File: config.mk
export PLATFORM = sky130hd
export DESIGN_NAME = blink_delay_ctrl
export DESIGN_NICKNAME = d
export VERILOG_FILES = /design/src/rtl/blink_delay_ctrl.sv
export SDC_FILE = /design/constraint.sdc
export NUM_CORES = 1
export LEC_CHECK = 0
export CORE_MARGIN = 5
export CORE_UTILIZATION = 57
export DETAILED_ROUTE_END_ITERATION = 8
export PLACE_DENSITY = 0.87
export REMOVE_ABC_BUFFERS = 1
export SLEW_MARGIN = 10
export SYNTH_ARGS = -nofsm -noshare
export SYNTH_HDL_FRONTEND = slang
export SYNTH_SLANG_ARGS = --single-unit
export TNS_END_PERCENT = 5
File: constraint.sdc
create_clock -name clk -period 6.7 [get_ports clk]
set_input_delay 0.67 -clock clk [delete_from_list [all_inputs] [get_ports clk]]
set_output_delay 0.67 -clock clk [all_outputs]
set_load 0.03 [all_outputs]
File: src/rtl/blink_delay_ctrl.sv
// Blink-delay register with key, Avalon-MM and auto-sweep sources of change.
// Optional interrupt support is enabled with `define BLINK_DELAY_CTRL_IRQ_EN.
module blink_delay_ctrl #(
    parameter int          DELAY_W   = 4,
    parameter int          DELAY_RST = 8,
    parameter int          DELAY_MIN = 0,
    parameter int          DELAY_MAX = 15,
    parameter logic [31:0] SWEEP_RST = 32'd50000000
) (
    input  logic               clk,
    input  logic               reset_n,
    input  logic               slower,
    input  logic               faster,
    input  logic [1:0]         avs_address,
    input  logic               avs_read,
    input  logic               avs_write,
    input  logic [31:0]        avs_writedata,
    output logic [31:0]        avs_readdata,
    output logic [DELAY_W-1:0] delay,
    output logic               sweeping
`ifdef BLINK_DELAY_CTRL_IRQ_EN
    ,
    output logic               irq
`endif
);

    localparam logic [DELAY_W-1:0] D_MIN = DELAY_W'(DELAY_MIN);
    localparam logic [DELAY_W-1:0] D_MAX = DELAY_W'(DELAY_MAX);
    localparam logic [DELAY_W-1:0] D_RST = DELAY_W'(DELAY_RST);
    localparam logic signed [33:0] S_MIN = 34'(DELAY_MIN);
    localparam logic signed [33:0] S_MAX = 34'(DELAY_MAX);

    typedef enum logic [1:0] {
        S_IDLE = 2'd0,
        S_UP   = 2'd1,
        S_DOWN = 2'd2
    } sweep_state_t;

    sweep_state_t state_q, state_d;

    logic [31:0] tick_q, tick_d;
    logic [31:0] sweep_period;
    logic [31:0] tick_last;
    logic [15:0] evcnt;
    logic        sweep_en;
    logic        key_lock;

    logic        wr_delay, wr_ctrl, wr_evcnt, wr_period;
    logic        step, step_up;
    logic        key_try, key_apply;
    logic [DELAY_W-1:0] delay_d;
    logic [31:0] ctrl_rd;
    logic [31:0] rd_mux;

`ifdef BLINK_DELAY_CTRL_IRQ_EN
    logic irq_en;
    logic irq_pend;
    logic irq_set;
`endif

    // Saturate a 32-bit write value into the legal delay range.
    function automatic logic [DELAY_W-1:0] sat_delay(input logic [31:0] v);
        logic signed [33:0] vs;
        vs = $signed({2'b00, v});
        if (vs > S_MAX)
            sat_delay = D_MAX;
        else if (vs < S_MIN)
            sat_delay = D_MIN;
        else
            sat_delay = v[DELAY_W-1:0];
    endfunction

    assign wr_delay  = avs_write && (avs_address == 2'd0);
    assign wr_ctrl   = avs_write && (avs_address == 2'd1);
    assign wr_evcnt  = avs_write && (avs_address == 2'd2);
    assign wr_period = avs_write && (avs_address == 2'd3);

    // A period of zero steps every cycle, same as a period of one.
    assign tick_last = (sweep_period == 32'd0) ? 32'd0 : sweep_period - 32'd1;
    assign sweeping  = (state_q != S_IDLE);

    always_comb begin
        state_d = state_q;
        tick_d  = tick_q;
        step    = 1'b0;
        step_up = 1'b0;
        unique case (state_q)
            S_IDLE: begin
                if (sweep_en) begin
                    state_d = S_UP;
                    tick_d  = '0;
                end
            end
            S_UP, S_DOWN: begin
                if (!sweep_en) begin
                    state_d = S_IDLE;
                    tick_d  = '0;
                end else if (tick_q >= tick_last) begin
                    tick_d = '0;
                    step   = 1'b1;
                    if (state_q == S_UP) begin
                        if (delay == D_MAX) begin
                            step_up = 1'b0;
                            state_d = S_DOWN;
                        end else begin
                            step_up = 1'b1;
                            if (delay + 1'b1 == D_MAX)
                                state_d = S_DOWN;
                        end
                    end else begin
                        if (delay == D_MIN) begin
                            step_up = 1'b1;
                            state_d = S_UP;
                        end else begin
                            step_up = 1'b0;
                            if (delay - 1'b1 == D_MIN)
                                state_d = S_UP;
                        end
                    end
                end else begin
                    tick_d = tick_q + 32'd1;
                end
            end
            default: state_d = S_IDLE;
        endcase
        // A CPU write replaces the step; the sweep keeps its direction.
        if (wr_delay && step)
            state_d = state_q;
        if (wr_period)
            tick_d = '0;
    end

    always_ff @(posedge clk or negedge reset_n) begin
        if (!reset_n) begin
            state_q <= S_IDLE;
            tick_q  <= '0;
        end else begin
            state_q <= state_d;
            tick_q  <= tick_d;
        end
    end

    assign key_try   = !key_lock && !sweeping && (slower ^ faster) && !wr_delay;
    assign key_apply = key_try && (slower ? (delay != D_MAX) : (delay != D_MIN));

    always_comb begin
        delay_d = delay;
        if (wr_delay)
            delay_d = sat_delay(avs_writedata);
        else if (step)
            delay_d = step_up ? delay + 1'b1 : delay - 1'b1;
        else if (key_apply)
            delay_d = slower ? delay + 1'b1 : delay - 1'b1;
    end

`ifdef BLINK_DELAY_CTRL_IRQ_EN
    // Refusals: a key blocked at a bound, or a sweep step that has to reverse.
    assign irq_set = (key_try && !key_apply)
                   || (step && !wr_delay &&
                       (((state_q == S_UP) && (delay == D_MAX)) ||
                        ((state_q == S_DOWN) && (delay == D_MIN))));
    assign ctrl_rd = {28'd0, irq_pend, irq_en, key_lock, sweep_en};
`else
    assign ctrl_rd = {30'd0, key_lock, sweep_en};
`endif

    always_comb begin
        rd_mux = '0;
        unique case (avs_address)
            2'd0: rd_mux = 32'(delay);
            2'd1: rd_mux = ctrl_rd;
            2'd2: rd_mux = 32'(evcnt);
            2'd3: rd_mux = sweep_period;
            default: rd_mux = '0;
        endcase
    end

    always_ff @(posedge clk or negedge reset_n) begin
        if (!reset_n) begin
            delay        <= D_RST;
            avs_readdata <= '0;
            sweep_en     <= 1'b0;
            key_lock     <= 1'b0;
            evcnt        <= '0;
            sweep_period <= SWEEP_RST;
        end else begin
            delay <= delay_d;
            if (avs_read)
                avs_readdata <= rd_mux;
            if (wr_ctrl) begin
                sweep_en <= avs_writedata[0];
                key_lock <= avs_writedata[1];
            end
            if (wr_evcnt)
                evcnt <= '0;
            else if (key_apply && (evcnt != 16'hFFFF))
                evcnt <= evcnt + 16'd1;
            if (wr_period)
                sweep_period <= avs_writedata;
        end
    end

`ifdef BLINK_DELAY_CTRL_IRQ_EN
    always_ff @(posedge clk or negedge reset_n) begin
        if (!reset_n) begin
            irq_en   <= 1'b0;
            irq_pend <= 1'b0;
            irq      <= 1'b0;
        end else begin
            if (wr_ctrl)
                irq_en <= avs_writedata[2];
            if (irq_set)
                irq_pend <= 1'b1;
            else if (wr_ctrl && avs_writedata[3])
                irq_pend <= 1'b0;
            irq <= irq_pend & irq_en;
        end
    end
`endif

endmodule

==> impl_results.md <==
* Crit start category: flop
* YS warnings at 0
* Post-CTS setup buffers at 0
* Syn_area_per_cell at 9.107 um2
* Post-layout util at 0.6856
* CTS tree: yes
* Core box area at 0.01309 mm2
* Clock skew at 0.007067 ns
* Number of top-level pins at 77
* Worst Path Required at 7.01 ns
* Die X at 124.8 um
* Clk_lat worst skew at 0.42 ns
* Number of synthesized flops with an enable pin at 0
* Area added between synthesis and finish at 19.40%
* Syn Inst Count at 825
* Die Ht at 124.8 um
* DR iter-0 viols at 612
* Clock root buffer: clkbuf_16
* Clk slew on worst S/H paths at 0.06 ns
* Critical Path End Type: flop
* RSZ-0062 raised after global routing: false
* Most common cell after layout, fill and taps aside: dfrtp_1
* Post-CTS Hold Buffers at 0
* Post-CTS Resized at 0
* Via/cell ratio at 6.059
* Port Buffers at 76
* Area occupied by multi-input gates at 0.004160 mm2
* Max-Slew Margin vs Limit at 0.2970
* Vias in the first global route at 6353
* Row count at 42
* Filler instances at 939
* Max Fclk at 196.1 MHz
* Top FF cell, synth: dfrtp_1
* Starting Density at 0.5742
* Clk sinks at 120
* Grt total ovfl at 0
* CP arrival at 5.41 ns
* Hold crit path type: in -> async
* Lkg Pwr at 3.869 nW
* CTS buffer count at 17
* Remaining antenna violation count at 0
* Initial antenna violation count at 0
* NumNets Final at 970
* N_diodes at 0
* Synth unique cells at 54
* Hold Slack at 0.2620 ns
* Worst vdd ir at 269.2 uV
* WL/cell at 17.88 um
* Tot Pwr at 0.002735 W
* H-tree depth at 4
* Most frequent cells in the layout: 107 x dfrtp_1, 98 x nand2_1, 75 x clkdlybuf4s50_1
* Seq cells post-synth at 120
* DRC at 0
* HPWL after DPL at 13600 um
* Max-capacitance violation count at 0
* Seq/Total Area, Yosys at 0.4018
* Share of layout cells above drive strength 1 at 0.1144
* Share of flip-flops with an asynchronous set or reset at 1.000
* First-pass GRT wire length at 32030 um
* Routed WL at 19230 um
* Mapped Area at 0.007513 mm2
* # setup viols final at 0
* GRT Total Usage at 0.2509
* Post-layout minimum cycle time at 5.099 ns
* Die area at 0.01558 mm2
* Power Dens Cells at 304.9 mW/mm2
* GPL Wtd Cong at 0.8943
* Pre-antenna DRT Iters at 5
* Setup TNS at 0 ns
* Hold Vio Cnt, Final at 0
* Crit Path Max Fanout at 24
* Slew @ Worst Pin at 1.051 ns
* CTS Buffer Depth at 2
* WS Path Type: reg -> reg
* Crit share post-route at 0.7610
* Status: complete, no violations
* Largest net degree at the start of global routing at 72
* Final Slew Violations at 0
* Via Count at 6520
* Register area at 0.003019 mm2
## cells by family (layout without fill, tap and decap cells)
group                      Yosys count  after routing  synth area share
and+or+nand+nor                    296            296            0.1975
xor gates and xnor gates            42             42           0.04896
DFF                                120            120            0.4018
buffers and inverters               89            164           0.04513
AOI/OAI and AO/OA                  172            172            0.1412
adders and majority gates           43             43           0.07161
muxes                               63             63           0.09375
## stage by stage
stage / worst slack [ns] / instance area [um2] / instances
3_3_place_gp: 1.821 / 8387 / 1044
4_1_cts: 1.666 / 8971 / 1076
2_1_floorplan: 1.178 / 7366 / 787
5_1_grt: 1.068 / 8971 / 1076
3_5_place_dp: 1.670 / 8387 / 1044
6_report: 1.601 / 8971 / 1076
## worst max-delay path: stages (launching register included)
cell and delay [ns]:
dfrtp_1 0.44, or4_1 0.59, nor3_2 0.36, and4_1 0.35, nand2b_1 0.13, nor4_1 0.24, xor2_1 0.19, nand2_1 0.07
ha_1 0.34, nand3_1 0.12, nor4_1 0.37, nand2_1 0.15, a21oi_1 0.41, or3_1 0.72, o21ai_0 0.21, a22o_1 0.26
## metal layers
| layer | vias up | GRT usage | share of wire |
|---|---|---|---|
| met4 | 0 | 0.07908 | 0.018 |
| met1 | 3142 | 0.3405 | 0.44 |
| met2 | 252 | 0.3976 | 0.48 |
| li1 | 3089 | - | - |
| met3 | 37 | 0.06218 | 0.069 |
| met5 | - | 0 | 0 |
## layout make-up
class | count | share of cell area
inverters | 51 | 0.02134
multi-input cells | 616 | 0.4637
well taps | 176 | 0.02455
clock inverters | 10 | 0.01339
flip-flops and latches | 120 | 0.3365
repair buffers | 81 | 0.08870
clock buffers | 22 | 0.05174
## where the power goes
| part | switching [W] | internal, W | leakage (nW) |
|---|---|---|---|
| Combinational | 0.000488 | 0.000362 | 2.04 |
| Sequential | 0.000143 | 0.000829 | 1.55 |
| Clock | 0.000344 | 0.000568 | 0.281 |
| Total | 0.000975 | 0.00176 | 3.87 |
## sequential cells by signal (all words and copies together) (netlist names)
register / count
key_lock: 1
delay: 4
avs_readdata: 32
evcnt: 16
state_q: 2
sweep_period: 32
sweep_en: 1
tick_q: 32
## worst paths after layout
kind	from	end	slack, ns	depth (start not counted)
hold reg to reg	avs_readdata[1]	avs_readdata[1]	0.51	1
min in group clk	avs_readdata[1]	avs_readdata[1]	0.51	1
max in group asynchronous	reset_n	delay[2]	5.11	2
hold / removal	reset_n	avs_readdata[23]	0.26	1
setup / recovery	sweep_period[6]	tick_q[23]	1.60	15
setup reg to reg	sweep_period[6]	tick_q[23]	1.60	15
## synthesized netlist by cell type (22+ instances only)
library cell | n | area (um2)
nor3_1 | 29 | 145.1
o21ai_0 | 58 | 290.3
mux2_2 | 39 | 439.2
a21oi_1 | 42 | 210.2
nand3_1 | 32 | 160.2
inv_1 | 51 | 191.4
dfrtp_1 | 107 | 2678
mux2i_1 | 22 | 220.2
clkbuf_1 | 31 | 116.4
nor2_1 | 40 | 150.1
nor4_1 | 22 | 137.6
ha_1 | 43 | 538.0
nand2_1 | 98 | 367.9
No activity file was read; power rests on OpenSTA's default activity.
